`config.mk`:
```
export PLATFORM = sky130hd
export DESIGN_NAME = pic_host_sequencer
export DESIGN_NICKNAME = d
export VERILOG_FILES = /design/src/rtl/pic_host_sequencer.sv
export SDC_FILE = /design/constraint.sdc
export NUM_CORES = 1
export LEC_CHECK = 0
export BUFFER_PORTS_ARGS = -buffer_cell sky130_fd_sc_hd__buf_2
export CAP_MARGIN = 5
export CORE_ASPECT_RATIO = 0.9
export CORE_MARGIN = 3
export CORE_UTILIZATION = 39
export DETAILED_ROUTE_END_ITERATION = 10
export HOLD_SLACK_MARGIN = 0.02
export PLACE_DENSITY = 0.72
export SYNTH_ARGS = -nofsm -noshare
export SYNTH_HDL_FRONTEND = slang
export SYNTH_SLANG_ARGS = --single-unit
export TNS_END_PERCENT = 5
```
`constraint.sdc`:
```
create_clock -name clk -period 2.5 [get_ports clk]
set_clock_uncertainty 0.2 [all_clocks]
set_input_delay 0.25 -clock clk [delete_from_list [all_inputs] [get_ports clk]]
set_output_delay 0.25 -clock clk [all_outputs]
set_load 0.05 [all_outputs]
```
`src/rtl/pic_host_sequencer.sv`:
```
// Host-side sequencer for an 8259-style PIC: runs the ICW/OCW1 init sequence,
// the two-pulse INTA acknowledge with vector capture, and one-shot host writes.
// All bus outputs are registered and decoded from the next state, so strobes
// are glitch-free and reset forces the bus idle at once.
module pic_host_sequencer #(
  parameter logic [7:0]  ICW1_VAL   = 8'h13,
  parameter logic [7:0]  ICW2_VAL   = 8'h20,
  parameter logic [7:0]  ICW3_VAL   = 8'h00,
  parameter logic [7:0]  ICW4_VAL   = 8'h01,
  parameter logic [7:0]  OCW1_VAL   = 8'h00,
  parameter int unsigned STROBE_CYC = 2,
  parameter int unsigned GAP_CYC    = 1
) (
  input  logic       clk,
  input  logic       rst_n,
  input  logic       start_init,
  output logic       init_done,
  input  logic       host_wr_req,
  input  logic       host_wr_a0,
  input  logic [7:0] host_wr_data,
  output logic       host_wr_ack,
  output logic       vec_valid,
  output logic [7:0] vec_data,
  input  logic       vec_ready,
  input  logic       pic_int,
  output logic       pic_cs_n,
  output logic       pic_wr_n,
  output logic       pic_rd_n,
  output logic       pic_inta_n,
  output logic       pic_a0,
  output logic [7:0] pic_d_out,
  output logic       pic_d_oe,
  input  logic [7:0] pic_d_in
);

  localparam int unsigned MAX_CYC = (STROBE_CYC > GAP_CYC) ? STROBE_CYC : GAP_CYC;
  localparam int unsigned CNT_W   = $clog2(MAX_CYC) + 1;

  // Counter load values: a phase lasts (load + 1) cycles and ends at zero.
  localparam logic [CNT_W-1:0] STROBE_LOAD = CNT_W'(STROBE_CYC - 1);
  localparam logic [CNT_W-1:0] GAP_LOAD    = CNT_W'(GAP_CYC - 1);

  // ICW1 mode bits that decide whether ICW3 / ICW4 are part of the sequence.
  localparam bit SNGL = ICW1_VAL[1];
  localparam bit IC4  = ICW1_VAL[0];

  typedef enum logic [2:0] {
    S_IDLE,
    S_INIT_WR,
    S_READY,
    S_HOST_WR,
    S_INTA1,
    S_INTA_GAP,
    S_INTA2
  } state_e;

  // Sub-phase of a bus operation. Write ops use all four; INTA2 uses
  // STROBE then GAP (the post-capture idle time).
  typedef enum logic [1:0] {
    P_SETUP,
    P_STROBE,
    P_HOLD,
    P_GAP
  } phase_e;

  typedef enum logic [2:0] {
    I_ICW1,
    I_ICW2,
    I_ICW3,
    I_ICW4,
    I_OCW1
  } init_step_e;

  // Next init register after the given one, skipping optional ICW3/ICW4.
  function automatic init_step_e next_step(input init_step_e step);
    case (step)
      I_ICW1:  next_step = I_ICW2;
      I_ICW2:  next_step = !SNGL ? I_ICW3 : (IC4 ? I_ICW4 : I_OCW1);
      I_ICW3:  next_step = IC4 ? I_ICW4 : I_OCW1;
      default: next_step = I_OCW1;
    endcase
  endfunction

  // Byte written for each init register.
  function automatic logic [7:0] step_byte(input init_step_e step);
    case (step)
      I_ICW1:  step_byte = ICW1_VAL;
      I_ICW2:  step_byte = ICW2_VAL;
      I_ICW3:  step_byte = ICW3_VAL;
      I_ICW4:  step_byte = ICW4_VAL;
      default: step_byte = OCW1_VAL;
    endcase
  endfunction

  state_e           state_q, state_d;
  phase_e           phase_q, phase_d;
  init_step_e       step_q, step_d;
  logic [CNT_W-1:0] cnt_q, cnt_d;
  logic             cnt_done;
  logic             is_wr_d;

  logic             vec_valid_q, vec_valid_d;
  logic [7:0]       vec_data_q, vec_data_d;
  logic             a0_q, a0_d;
  logic [7:0]       d_out_q, d_out_d;
  logic             cs_n_q, cs_n_d;
  logic             wr_n_q, wr_n_d;
  logic             inta_n_q, inta_n_d;
  logic             d_oe_q, d_oe_d;
  logic             init_done_q, init_done_d;
  logic             ack_q, ack_d;

  // Next-state, phase counter, vector buffer and registered bus outputs.
  always_comb begin
    // NOTE: every variable is given its hold value first, so no branch can leave one unassigned and infer a latch.
    state_d     = state_q;
    phase_d     = phase_q;
    step_d      = step_q;
    cnt_d       = cnt_q;
    vec_valid_d = vec_valid_q;
    vec_data_d  = vec_data_q;
    a0_d        = a0_q;
    d_out_d     = d_out_q;
    cnt_done    = (cnt_q == '0);

    // Host handshake on the vector buffer; a new capture can only happen
    // while the buffer is empty, so this never collides with INTA2.
    if (vec_valid_q && vec_ready) begin
      vec_valid_d = 1'b0;
    end

    case (state_q)
      S_IDLE: begin
        if (start_init) begin
          state_d = S_INIT_WR;
          phase_d = P_SETUP;
          step_d  = I_ICW1;
          a0_d    = 1'b0;
          d_out_d = step_byte(I_ICW1);
        end
      end

      S_READY: begin
        if (start_init) begin
          state_d = S_INIT_WR;
          phase_d = P_SETUP;
          step_d  = I_ICW1;
          a0_d    = 1'b0;
          d_out_d = step_byte(I_ICW1);
        end else if (pic_int && !vec_valid_q) begin
          state_d = S_INTA1;
          phase_d = P_STROBE;
          cnt_d   = STROBE_LOAD;
        end else if (host_wr_req) begin
          state_d = S_HOST_WR;
          phase_d = P_SETUP;
          a0_d    = host_wr_a0;
          d_out_d = host_wr_data;
        end
      end

      S_INIT_WR, S_HOST_WR: begin
        case (phase_q)
          P_SETUP: begin
            phase_d = P_STROBE;
            cnt_d   = STROBE_LOAD;
          end
          P_STROBE: begin
            if (cnt_done) begin
              phase_d = P_HOLD;
            end else begin
              cnt_d = cnt_q - 1'b1;
            end
          end
          P_HOLD: begin
            phase_d = P_GAP;
            cnt_d   = GAP_LOAD;
          end
          default: begin
            if (!cnt_done) begin
              cnt_d = cnt_q - 1'b1;
            end else if ((state_q == S_INIT_WR) && (step_q != I_OCW1)) begin
              phase_d = P_SETUP;
              step_d  = next_step(step_q);
              a0_d    = 1'b1;
              d_out_d = step_byte(next_step(step_q));
            end else begin
              state_d = S_READY;
            end
          end
        endcase
      end

      S_INTA1: begin
        if (cnt_done) begin
          state_d = S_INTA_GAP;
          phase_d = P_GAP;
          cnt_d   = GAP_LOAD;
        end else begin
          cnt_d = cnt_q - 1'b1;
        end
      end

      S_INTA_GAP: begin
        if (cnt_done) begin
          state_d = S_INTA2;
          phase_d = P_STROBE;
          cnt_d   = STROBE_LOAD;
        end else begin
          cnt_d = cnt_q - 1'b1;
        end
      end

      S_INTA2: begin
        if (!cnt_done) begin
          cnt_d = cnt_q - 1'b1;
        end else if (phase_q == P_STROBE) begin
          // Last cycle of the second pulse: the PIC is driving the vector.
          vec_valid_d = 1'b1;
          vec_data_d  = pic_d_in;
          phase_d     = P_GAP;
          cnt_d       = GAP_LOAD;
        end else begin
          state_d = S_READY;
        end
      end

      default: begin
        state_d = S_IDLE;
      end
    endcase

    // Bus outputs follow the state being entered, so the registered copies
    // line up exactly with the phase they describe.
    is_wr_d     = (state_d == S_INIT_WR) || (state_d == S_HOST_WR);
    cs_n_d      = !(is_wr_d && (phase_d != P_GAP));
    wr_n_d      = !(is_wr_d && (phase_d == P_STROBE));
    d_oe_d      = !cs_n_d;
    inta_n_d    = !((state_d == S_INTA1) ||
                    ((state_d == S_INTA2) && (phase_d == P_STROBE)));
    init_done_d = (state_d == S_READY);
    ack_d       = (state_d == S_HOST_WR) && (phase_d == P_HOLD);
  end

  // State, counter and output registers; reset parks the bus idle immediately.
  always_ff @(posedge clk or negedge rst_n) begin
    if (!rst_n) begin
      state_q     <= S_IDLE;
      phase_q     <= P_SETUP;
      step_q      <= I_ICW1;
      cnt_q       <= '0;
      vec_valid_q <= 1'b0;
      vec_data_q  <= 8'h00;
      a0_q        <= 1'b0;
      d_out_q     <= 8'h00;
      cs_n_q      <= 1'b1;
      wr_n_q      <= 1'b1;
      inta_n_q    <= 1'b1;
      d_oe_q      <= 1'b0;
      init_done_q <= 1'b0;
      ack_q       <= 1'b0;
    end else begin
      // NOTE: non-blocking assignments so every flop samples pre-edge values regardless of statement order.
      state_q     <= state_d;
      phase_q     <= phase_d;
      step_q      <= step_d;
      cnt_q       <= cnt_d;
      vec_valid_q <= vec_valid_d;
      vec_data_q  <= vec_data_d;
      a0_q        <= a0_d;
      d_out_q     <= d_out_d;
      cs_n_q      <= cs_n_d;
      wr_n_q      <= wr_n_d;
      inta_n_q    <= inta_n_d;
      d_oe_q      <= d_oe_d;
      init_done_q <= init_done_d;
      ack_q       <= ack_d;
    end
  end

  assign init_done   = init_done_q;
  assign host_wr_ack = ack_q;
  assign vec_valid   = vec_valid_q;
  assign vec_data    = vec_data_q;
  assign pic_cs_n    = cs_n_q;
  assign pic_wr_n    = wr_n_q;
  assign pic_rd_n    = 1'b1;
  assign pic_inta_n  = inta_n_q;
  assign pic_a0      = a0_q;
  assign pic_d_out   = d_out_q;
  assign pic_d_oe    = d_oe_q;

endmodule
```
# Yosys cells after proc, flatten, opt, wreduce, memory -nomap -nowiden
# Cells that the tools add are included.
[word_totals]
reg_bits = 34
latchBits = 0
ram_bits = 0
romBits = 0
in_bits = 23
out_inout_bits = 25
wordCells = 138
n_memories = 0
[op_classes]
addsub = 1
multipliers = 0
div = 0
n_lt_le_gt_ge = 0
n_eq_ne = 32
n_shift = 0
n_mux = 62
bitwise_logic = 0
n_reduce_logical = 29
[op_table]
columns = ["op", "n"]
rows = [
  ["$mux W8", 7],
  ["$mux W3", 16],
  ["$mux W2", 18],
  ["$pmux W8 S3", 1],
  ["$eq A3 B2 Y1 const B", 6],
  ["$pmux W3 S6", 1],
  ["$pmux W6 S3", 1],
  ["$eq A3 B3 Y1 const B", 5],
  ["$ne A2 B2 Y1 const B", 7],
  ["$eq A3 B1 Y1 const B", 4],
  ["$ne A3 B3 Y1 const B", 4],
  ["$pmux W2 S6", 1],
  ["$pmux W3 S2", 2],
  ["$mux W1", 11],
  ["$pmux W2 S5", 1],
  ["$reduce_and A5 Y1", 2],
  ["$logic_not A3 Y1", 3],
  ["$logic_and A1 B1 Y1", 7],
  ["$reduce_and A7 Y1", 1],
  ["$pmux W2 S3", 1],
  ["$reduce_or A2 Y1", 3],
  ["$reduce_bool A5 Y1", 1],
  ["$eq A2 B1 Y1 const B", 2],
  ["$eq A2 B2 Y1 const B", 2],
  ["12 further kinds", 17],
]

# Longest topological paths before layout
# Gate-level depths: netlist of run 1.
[depth]
depth_word = 13
ltp_mapped = 9
ltp_nobuf = 7

# Worst setup path after synthesis of run 1
# OpenSTA, ideal clock, no wires.
[synth_path]
path_type = "register -> register"
start = "reg cnt_q[0]"
end = "reg a0_q, in the netlist pic_a0"
setup_time_ps = 124
t_arrival_ps = 1643
t_required_ps = 2176
setup_slack_ps = 533
stages_incl_launch_ff = 10
path_buffers = 2
path_cell_list = "dfrtp_1 > inv_1 > ha_1 > buf_2 > nand3_1 > a211oi_1 > nand3_2 > buf_4 > nand2_1 > o21ai_1"
[synth_via]
elab_chain_len = 3
[synth_rtl]
columns = ["element", "line_no", "source"]
rows = [
  ["from (decl)", "98", "logic [CNT_W-1:0] cnt_q, cnt_d;"],
  ["from (signal assigned)", "267", "cnt_q <= cnt_d;"],
  ["$logic_not A2 Y1", "124", "cnt_done = (cnt_q == '0);"],
  ["$ne A2 B2 Y1 (no source line)", "--", ""],
  ["$reduce_and A7 Y1 (no source line)", "--", ""],
  ["to (signal assigned)", "254", "a0_q <= 1'b0;"],
  ["to (signal assigned)", "270", "a0_q <= a0_d;"],
  ["to (decl)", "104", "logic a0_q, a0_d;"],
]
# No other way between the ends.
# A chain may end at the register's enable or synchronous reset.

# Worst setup path after layout of run 1
[layout_path]
start = "reg cnt_q[0]"
end = "reg ack_q, in the netlist host_wr_ack"
[layout_via]
elab_chain_len = 6
word_cells_on_any_way = 17
classes_between = "eq/ne (2); mux (13); reduce/logical (2)"
[layout_rtl]
columns = ["element", "line_no", "source"]
rows = [
  ["$logic_not A2 Y1 (*)", "124", ""],
  ["$mux W3", "180", "if (!cnt_done) begin"],
  ["$mux W3", "163", "case (phase_q)"],
  ["$pmux W3 S6 (*)", "132", "case (state_q)"],
  ["via state_d[1]", "95", "state_e state_q, state_d;"],
  ["$eq A3 B2 Y1 (*)", "242", "ack_d = (state_d == S_HOST_WR) && (phase_d == P_HOLD);"],
  ["$logic_and A1 B1 Y1 (*)", "242", ""],
  ["via ack_d", "111", "logic ack_q, ack_d;"],
  ["to (signal assigned)", "277", "ack_q <= ack_d;"],
  ["to (decl)", "111", ""],
]
# Mark *: on every way through the listed nets, which the timed path passes. The rest lies on a longest branch.

==> summary.txt, run 1 <==
Status -> complete, no violations
Max Root-Sink Buffers -> 2
Starting Density -> 41.4%
# DRC -> 0
WP data required -> 2.49 ns
Post-synth EDFFs -> 0
GR Overflow Total -> 0
Drt via density -> 5.15
Worst hold path type -> input pin to flop
Setup violators final -> 0
Switching power share of the total -> 41.8%
Total Wirelength -> 4.19 mm
Detail Route Antenna Nets -> 0
Nets -> 276
Core Area -> 4550 µm²
Mapped Nets -> 216
Avg Inst Size Synth -> 9.91 µm²
Yosys synthesis warning count -> 0
Gate Count Post-Synth -> 190
Crit. End Element -> flop
Synthesized flop and latch total -> 34
Pwr Total -> 2.63 mW
Root buf cell -> clkbuf_8
Leakage -> 1.10 nW
Total net switching power -> 1.10 mW
Area grow syn2layout -> 29.0%
MaxCap Viol Count -> 0
Pwr Density -> 1080 nW/µm²
DRT iter0 DRCs -> 61
Global-route wire length before repair -> 7.06 mm
Crit path launch type -> flop
CP max stage delay -> 0.42 ns
Synth area leaders -> dfrtp_1, mux2_2, dfstp_2
Unrepaired setup endpoints after global routing -> no
Via count -> 1613
CP max-delay cell -> dfrtp_1
Die X -> 79.2 µm
H-tree depth -> 2
Critical path type -> flop to flop
Worst VDD drop -> 0.596 mV
Area leader, netlist -> dfrtp_1
Diodes inserted -> 0
Area fraction of the dominant cell type after synthesis -> 41.2%
Clock transition at path regs -> 0.07 ns
Final hold vios -> 0
Slew Limit Fails -> 0
Overall Global Routing Usage -> 15.7%
Antenna violations before repair -> 0
Peak Freq -> 450 MHz
Worst Path Buf+Inv -> 1
Share of cells above drive strength 1 -> 33.9%
Final Cycle Share -> 88.9%
Worst Tran Pin Value -> 0.732 ns
Total negative slack -> 0 ns
Largest delay share family, worst path -> simple AND/OR/NAND/NOR gates
GPL Wtd Cong -> 0.862
Post-CTS sizing -> 0
Clock power share -> 23.0%
Wire per inst -> 13.4 µm
CTS tree -> built
Int Power -> 1.53 mW
Sink Count -> 34
First-pass DRT Iterations -> 4
Total CTS buffers -> 5
Crit-path cells -> inv_1, ha_1, nor2b_1, a21oi_1, o221ai_2, nand3_2, nor4b_2
I/O Pins -> 48
Die ar. -> 5700 µm²
Maximum number of pins on one net before global-route repair -> 35
Row cnt -> 23
Die H -> 71.9 µm
Clock latency on the worst-skew pair -> 0.29 ns
Distinct cell type count after synthesis -> 54
Minimum clock period -> 2.22 ns
Utilization after layout -> 53.4%
Sequential power share -> 32.1%
Share of total power in combinational logic -> 45.0%
Cell Count, Final, Fillers Out -> 313
Critical Path AT -> 2.21 ns
FFs w/ async S/R, synth -> 100%
DP Wirelength -> 2.92 mm
Vias in the first global route -> 1513
Crit-path max FO -> 10
Cell Area, Synth -> 1880 µm²
Top FF cell, synth -> dfrtp_1
Port Buf Inserts -> 46
Dpl cells -> 291
Worst slew margin -> 51.2%
Seq/Total Area, Yosys -> 45.4%
==> power groups by stage <==
stage	Combinational (mW)	Sequential (mW)	Clock, mW
final	1.18	0.843	0.604
after CTS	1.19	0.842	0.622
after global routing	1.29	0.871	0.644
after detailed placement	1.17	0.851	0
after global placement	1.16	0.848	0
after floorplan	0.760	1.03	0
==> logic make-up (layout without fill, tap and decap cells) <==
group | Yosys count | after routing | synth area share (%)
AOI/OAI and AO/OA | 54 | 54 | 19.9
buffers and inverters | 21 | 82 | 5.85
and+or+nand+nor | 66 | 66 | 20.3
xor gates and xnor gates | 1 | 1 | 0.465
DFF | 34 | 34 | 45.4
muxes | 10 | 10 | 5.91
adders and majority gates | 3 | 3 | 1.99
other | 1 | 1 | 0.199
==> registers in the layout (all words and copies together), names as in the netlist <==
| register | count |
|---|---|
| pic_a0 | 1 |
| pic_wr_n | 1 |
| step_q | 3 |
| phase_q | 2 |
| cnt_q | 2 |
| pic_d_out | 8 |
| pic_inta_n | 1 |
| state_q | 3 |
| vec_valid | 1 |
| init_done | 1 |
| vec_data | 8 |
| pic_d_oe | 1 |
| pic_cs_n | 1 |
| host_wr_ack | 1 |
==> layout make-up <==
class	instances	area, µm²
clock inverter	3	68.8
fill	432	2120
sequential	34	855
tap	62	77.6
inverter	9	33.8
clock buffer	5	68.8
timing repair buffer	65	408
multi-input combinational	135	918
==> through the flow <==
stage	cell area, µm²	hold slack (ns)	setup slack (ns)
after floorplan	1880	-0.246	0.533
after global routing	2430	0.0356	0.0151
after CTS	2430	0.0285	0.267
after global placement	2150	0.162	0.322
after detailed placement	2150	0.165	0.266
final	2430	0.0343	0.277
==> worst paths after layout <==
check | slack (ns) | cells past startpoint | from | end
max | 0.28 | 7 | cnt_q[0]$_DFFE_PN0P_ | host_wr_ack$_DFF_PN0_
max reg2reg | 0.28 | 7 | cnt_q[0]$_DFFE_PN0P_ | host_wr_ack$_DFF_PN0_
min in group asynchronous | 0.35 | 2 | rst_n | pic_d_out[2]$_DFFE_PN0P_
max in group asynchronous | 1.28 | 2 | rst_n | vec_valid$_DFF_PN0_
min | 0.03 | 3 | host_wr_data[5] | pic_d_out[5]$_DFFE_PN0P_
min reg2reg | 0.28 | 2 | pic_d_out[3]$_DFFE_PN0P_ | pic_d_out[3]$_DFFE_PN0P_
==> tightest hold or removal path: stages <==
cell,delay (ns)
buf_2,0.08
a21oi_1,0.05
o21ai_1,0.10
==> placed cells by master, fill, tap and decap left out, drive strengths merged, types with 4 or more instances in the layout <==
cell type     n
dfrtp        31
inv           9
clkbuf        5
nor2b         7
nor2         12
o21ai        20
buf          51
nand3         4
a21oi        10
nand2b        5
o211ai        5
dlygate4sd3  14
nand2        19
mux2          9
==> routing by layer <==
metal	vias up	wire length, µm	share of wire [%]	GRT usage (%)
met5	-	0	0	0
met4	0	76	1.8	6.68
met3	9	345	8.2	4.71
met2	71	1840	44	23.0
met1	735	1930	46	21.8
li1	798	-	-	-
==> what timing repair did <==
action,in CTS,in global routing
hold endpoints to repair,44,0
buffers inserted,0,0
setup endpoints to repair,0,1
hold buffers,14,0
==> cells in the mapped netlist (2+ instances only) <==
master    number
or3_1          3
nand2b_1       5
buf_2          7
a21o_1         2
o21ai_1       10
nor2b_1        7
nor3_1         2
mux2_2         8
and3_1         2
a31oi_1        3
inv_1          7
nor3b_1        2
o21ai_2        2
a21oi_1       10
dfrtp_1       31
inv_2          2
nand3_1        2
o211ai_1       4
o21ai_0        8
nand3_2        2
nand2_1       18
buf_4          2
buf_6          2
dfstp_2        3
a211o_1        2
nor2_1        12
a211oi_1       3
ha_1           3
No activity file was read; power rests on OpenSTA's default activity.
==> run 2, diff against run 1 <==
- BUFFER_PORTS_ARGS: -buffer_cell sky130_fd_sc_hd__buf_2 -> -buffer_cell sky130_fd_sc_hd__clkbuf_2
- CORE_UTILIZATION: 39 -> 46
- CTS_BUF_LIST: not set -> sky130_fd_sc_hd__clkbuf_8
- PLACE_DENSITY: 0.72 -> 0.81
==> summary.txt, run 2 (same netlist as run 1, synthesis figures left out) <==
Most common cell after layout, fill and taps aside -> clkbuf_2
Via count -> 1622 (+0.56%)
Diodes inserted -> 0 (unchanged)
DRT iter0 DRCs -> 117 (+92%)
WP data required -> 2.47 ns (-0.02 ns)
Worst VDD drop -> 0.651 mV (+9.3%)
Fill cells -> 317 (-27%)
Dpl cells -> 275 (-5.5%)
Core Area -> 3840 µm² (-16%)
Area grow syn2layout -> 28.0%
Clock transition at path regs -> 0.07 ns (about the same)
# Post-CTS Setup Buffers -> 0 (unchanged)
CTS tree -> built
Port Buf Inserts -> 46 (unchanged)
Root buf cell -> clkbuf_8
First-pass DRT Iterations -> 4 (unchanged)
Crit-path max FO -> 18 (+8)
Detail Route Antenna Nets -> 0 (unchanged)
Starting Density -> 49.1% (+7.7 points)
Final worst slack -> 0.243 ns (-0.0346 ns)
Die H -> 66.7 µm (-7.3%)
Crit path launch type -> flop
MaxCap Viol Count -> 0 (unchanged)
Nets -> 276 (unchanged)
Vias in the first global route -> 1641 (+8.5%)
Register area -> 855 µm² (unchanged)
Total negative slack -> 0 ns (unchanged)
Antenna violations before repair -> 0 (unchanged)
Worst hold path type -> input pin to flop
Unrepaired setup endpoints after global routing -> no
Clock latency on the worst-skew pair -> 0.29 ns (about the same)
Status -> complete, no violations
Hold_ws -> 0.0355 ns (+0.00128 ns)
Worst slew margin -> 45.2% (-6.0 points)
Final Cycle Share -> 90.3% (+1.4 points)
Total Wirelength -> 4.42 mm (+5.4%)
GR Overflow Total -> 0 (unchanged)
Minimum clock period -> 2.26 ns (+0.0346 ns)
Overall Global Routing Usage -> 19.6% (+3.9 points)
I/O Pins -> 48 (unchanged)
Drt via density -> 5.46 (+6.0%)
Die ar. -> 4900 µm² (-14%)
Worst Tran Pin Value -> 0.822 ns (+0.0903 ns)
DP Wirelength -> 3.09 mm (+5.9%)
Area of the multi-input gates -> 918 µm² (unchanged)
Share of cells above drive strength 1 -> 33.9% (unchanged)
H-tree depth -> 2 (unchanged)
Fin area -> 2410 µm² (-0.82%)
Setup violators final -> 0 (unchanged)
Total CTS buffers -> 5 (unchanged)
Leakage -> 1.11 nW (about the same)
Critical path type -> flop to flop
Global-route wire length before repair -> 7.31 mm (+3.5%)
Crit. End Element -> flop
Peak Freq -> 443 MHz (-1.5%)
Wire per inst -> 14.9 µm (+11%)
GPL Wtd Cong -> 0.969 (+12%)
Die X -> 73.4 µm (-7.3%)
Post-place setup slack -> 0.244 ns (-0.0220 ns)
Slew Limit Fails -> 0 (unchanged)
# DRC -> 0 (unchanged)
Maximum number of pins on one net before global-route repair -> 35 (unchanged)
Max Root-Sink Buffers -> 2 (unchanged)
Most frequent cells in the layout -> clkbuf_2, dfrtp_1, nand2_1
Pwr Density -> 1100 nW/µm² (+1.4%)
Final hold vios -> 0 (unchanged)
Sink Count -> 34 (unchanged)
Placed cell area -> 2130 µm² (-0.93%)
Cell Count, Final, Fillers Out -> 297 (-5.1%)
Critical Path AT -> 2.23 ns (+0.02 ns)
Row cnt -> 21 (-8.7%)
==> run 2: through the flow <==
| stage | util, % | power (mW) |
|---|---|---|
| final | 62.8 | 2.65 |
| after global placement | 55.6 | 1.99 |
| after detailed placement | 55.6 | 2.03 |
| after CTS | 62.8 | 2.67 |
| after global routing | 62.8 | 2.83 |
| after floorplan | - | 1.79 |
==> run 2: layout make-up <==
| type | instances | area share [%] |
|---|---|---|
| Multi-Input combinational cell | 135 | 38.1 |
| Sequential cell | 34 | 35.5 |
| Timing Repair Buffer | 65 | 16.9 |
| Clock inverter | 3 | 2.86 |
| Clock buffer | 5 | 2.86 |
| Tap cell | 46 | 2.39 |
| Inverter | 9 | 1.40 |
==> run 2: power by group <==
part	internal [mW]	switching [mW]	total, mW
Sequential	0.699	0.139	0.838
Clock	0.399	0.213	0.612
Combinational	0.429	0.768	1.20
Total	1.53	1.12	2.65
==> run 2: routing by layer <==
layer	GRT usage [%]	routed length (µm)	vias to the layer above
li1	-	-	796
met1	22.9	1800	746
met2	34.3	2190	71
met3	6.33	364	9
met4	5.20	61	0
met5	0	0	-
==> run 2: timing repair <==
item / CTS / global route
hold endpoints to repair: 44 / 0
hold buffers: 14 / 0
resized for setup: 0 / 0
endpoints found under the setup margin: 0 / 3
==> run 2: worst paths after layout <==
path,slack (ns),start,to,depth (start not counted)
worst max-delay path,0.24,cnt_q[0]$_DFFE_PN0P_,pic_d_out[7]$_DFFE_PN0P_,7
worst min-delay path,0.04,host_wr_data[5],pic_d_out[5]$_DFFE_PN0P_,3
worst max register to register,0.24,cnt_q[0]$_DFFE_PN0P_,pic_d_out[7]$_DFFE_PN0P_,7
worst min register to register,0.29,pic_d_out[6]$_DFFE_PN0P_,pic_d_out[6]$_DFFE_PN0P_,2
max in group asynchronous,1.19,rst_n,cnt_q[0]$_DFFE_PN0P_,2
min in group asynchronous,0.39,rst_n,pic_d_out[0]$_DFFE_PN0P_,2
==> run 2: worst max-delay path, stage by stage (launching register included) <==
cell	delay, ns
dfrtp_1	0.41
inv_1	0.09
ha_1	0.33
nand3_1	0.20
a211oi_1	0.34
nand3_2	0.33
nand2_1	0.17
o21ai_1	0.07
==> run 3, diff against run 2 <==
- RECOVER_POWER: not set -> 100
==> summary.txt, run 3 (same netlist as run 1, synthesis figures left out) <==
Total negative slack -> 0 ns (unchanged)
Nets -> 276 (unchanged)
Drt via density -> 5.51 (+0.86%)
Root buf cell -> clkbuf_8
Die H -> 66.7 µm (unchanged)
CP max-delay cell -> o211ai_1
Crit. End Element -> flop
Crit-path max FO -> 10 (-8)
Placed cell area -> 2130 µm² (unchanged)
Crit-path cells -> inv_1, ha_1, nor4bb_1, a221oi_2, o211ai_1, inv_2, a211o_1
Port Buf Inserts -> 46 (unchanged)
# DRC -> 0 (unchanged)
Critical Path AT -> 2.33 ns (+0.10 ns)
Maximum number of pins on one net before global-route repair -> 35 (unchanged)
Unrepaired setup endpoints after global routing -> no
Via count -> 1636 (+0.86%)
Antenna violations before repair -> 0 (unchanged)
WP data required -> 2.52 ns (+0.05 ns)
Row cnt -> 21 (unchanged)
Overall Global Routing Usage -> 19.6% (unchanged)
Detail Route Antenna Nets -> 0 (unchanged)
Wire per inst -> 14.9 µm (+0.45%)
Worst VDD drop -> 0.661 mV (+1.6%)
DP Wirelength -> 3.09 mm (unchanged)
Diodes inserted -> 0 (unchanged)
Area of the multi-input gates -> 896 µm² (-2.5%)
I/O Pins -> 48 (unchanged)
Worst Path Buf+Inv -> 2 (+1)
Clock transition at path regs -> 0.07 ns (about the same)
Worst Tran Pin Value -> 0.817 ns (-0.00461 ns)
Share of cells above drive strength 1 -> 21.9% (-12 points)
H-tree depth -> 2 (unchanged)
Setup violators final -> 0 (unchanged)
Largest delay share family, worst path -> compound AO/OA/AOI/OAI gates
GR Overflow Total -> 0 (unchanged)
Final Cycle Share -> 92.2% (+1.9 points)
Fin area -> 2350 µm² (-2.3%)
Worst slew margin -> 45.5% (+0.31 points)
Total CTS buffers -> 5 (unchanged)
Vias in the first global route -> 1641 (unchanged)
Slew Limit Fails -> 0 (unchanged)
MaxCap Viol Count -> 0 (unchanged)
First-pass DRT Iterations -> 5 (+1)
Clock latency on the worst-skew pair -> 0.29 ns (about the same)
# Post-CTS Setup Buffers -> 0 (unchanged)
Most frequent cells in the layout -> dfrtp_1, clkbuf_1, clkbuf_2
Die X -> 73.4 µm (unchanged)
Leakage -> 1.02 nW (-8.1%)
Starting Density -> 49.1% (unchanged)
Die ar. -> 4900 µm² (unchanged)
Most common cell after layout, fill and taps aside -> dfrtp_1
Fill cells -> 341 (+7.6%)
Global-route wire length before repair -> 7.31 mm (unchanged)
Crit path launch type -> flop
GPL Wtd Cong -> 0.969 (unchanged)
Sink Count -> 34 (unchanged)
Minimum clock period -> 2.31 ns (+0.0480 ns)
Total Wirelength -> 4.44 mm (+0.45%)
CTS tree -> built
Worst hold path type -> input pin to flop
Pwr Density -> 1110 nW/µm² (+0.63%)
Max Root-Sink Buffers -> 2 (unchanged)
Status -> complete, no violations
Critical path type -> flop to flop
Register area -> 855 µm² (unchanged)
Peak Freq -> 434 MHz (-2.1%)
Core Area -> 3840 µm² (unchanged)
CP max stage delay -> 0.44 ns (+0.03 ns)
DRT iter0 DRCs -> 119 (+1.7%)
Area grow syn2layout -> 25.0%
Final hold vios -> 0 (unchanged)
==> run 3: changes by cell type in the layout (fill, tap and decap cells not counted), moves of 5 or more <==
cell      change
clkbuf_1     +25
o21ai_1       -5
o21ai_0       +5
clkbuf_2     -24
==> run 3: per-stage QoR <==
step / utilization, % / hold slack (ns) / instances / power (mW) / setup WS (ns)
2_1_floorplan: - / -0.246 / 190 / 1.79 / 0.533
3_3_place_gp: 55.6 / 0.182 / 275 / 1.99 / 0.391
3_5_place_dp: 55.6 / 0.195 / 275 / 2.03 / 0.244
4_1_cts: 62.8 / 0.0397 / 297 / 2.67 / 0.225
5_1_grt: 61.4 / 0.0961 / 297 / 2.78 / 0.0332
6_report: 61.4 / 0.0555 / 297 / 2.60 / 0.195
==> run 3: worst paths after layout <==
kind                            cells past startpoint                        to                startpoint  slack (ns)
worst max-delay path                                7        pic_cs_n$_DFF_PN1_      cnt_q[0]$_DFFE_PN0P_        0.19
worst min-delay path                                3  pic_d_out[5]$_DFFE_PN0P_           host_wr_data[5]        0.06
worst max register to register                      7        pic_cs_n$_DFF_PN1_      cnt_q[0]$_DFFE_PN0P_        0.19
worst min register to register                      2  pic_d_out[6]$_DFFE_PN0P_  pic_d_out[6]$_DFFE_PN0P_        0.29
max in group asynchronous                           2      cnt_q[0]$_DFFE_PN0P_                     rst_n        1.20
min in group asynchronous                           2  pic_d_out[0]$_DFFE_PN0P_                     rst_n        0.39
==> run 3: final cells by class <==
type,instances,share of cell area (%)
multi-input cells,135,38.1
flip-flops and latches,34,36.3
repair buffers,65,15.9
clock buffers,5,2.92
clock inverters,3,2.92
well taps,46,2.45
inverters,9,1.44
==> run 3: worst min-delay path, stage by stage <==
cell and delay [ns]:
clkbuf_2 0.08, a21oi_1 0.10, o21ai_0 0.08
==> run 3: what timing repair did <==
action	4_1_cts	5_1_grt
endpoints found under the hold margin	44	0
hold buffers	14	0
setup endpoints to repair	0	3
gates resized for setup	0	0
==> run 3: metal layers <==
layer | global-route usage (%) | share of wire, %
met1 | 22.9 | 41
met2 | 34.3 | 49
met3 | 6.33 | 8.5
met4 | 5.20 | 1.7
met5 | 0 | 0
==> run 3: power by group <==
group / switching (mW) / total (mW) / internal [mW]
registers: 0.139 / 0.838 / 0.699
clock network: 0.212 / 0.611 / 0.399
logic: 0.754 / 1.15 / 0.398
total: 1.10 / 2.60 / 1.50
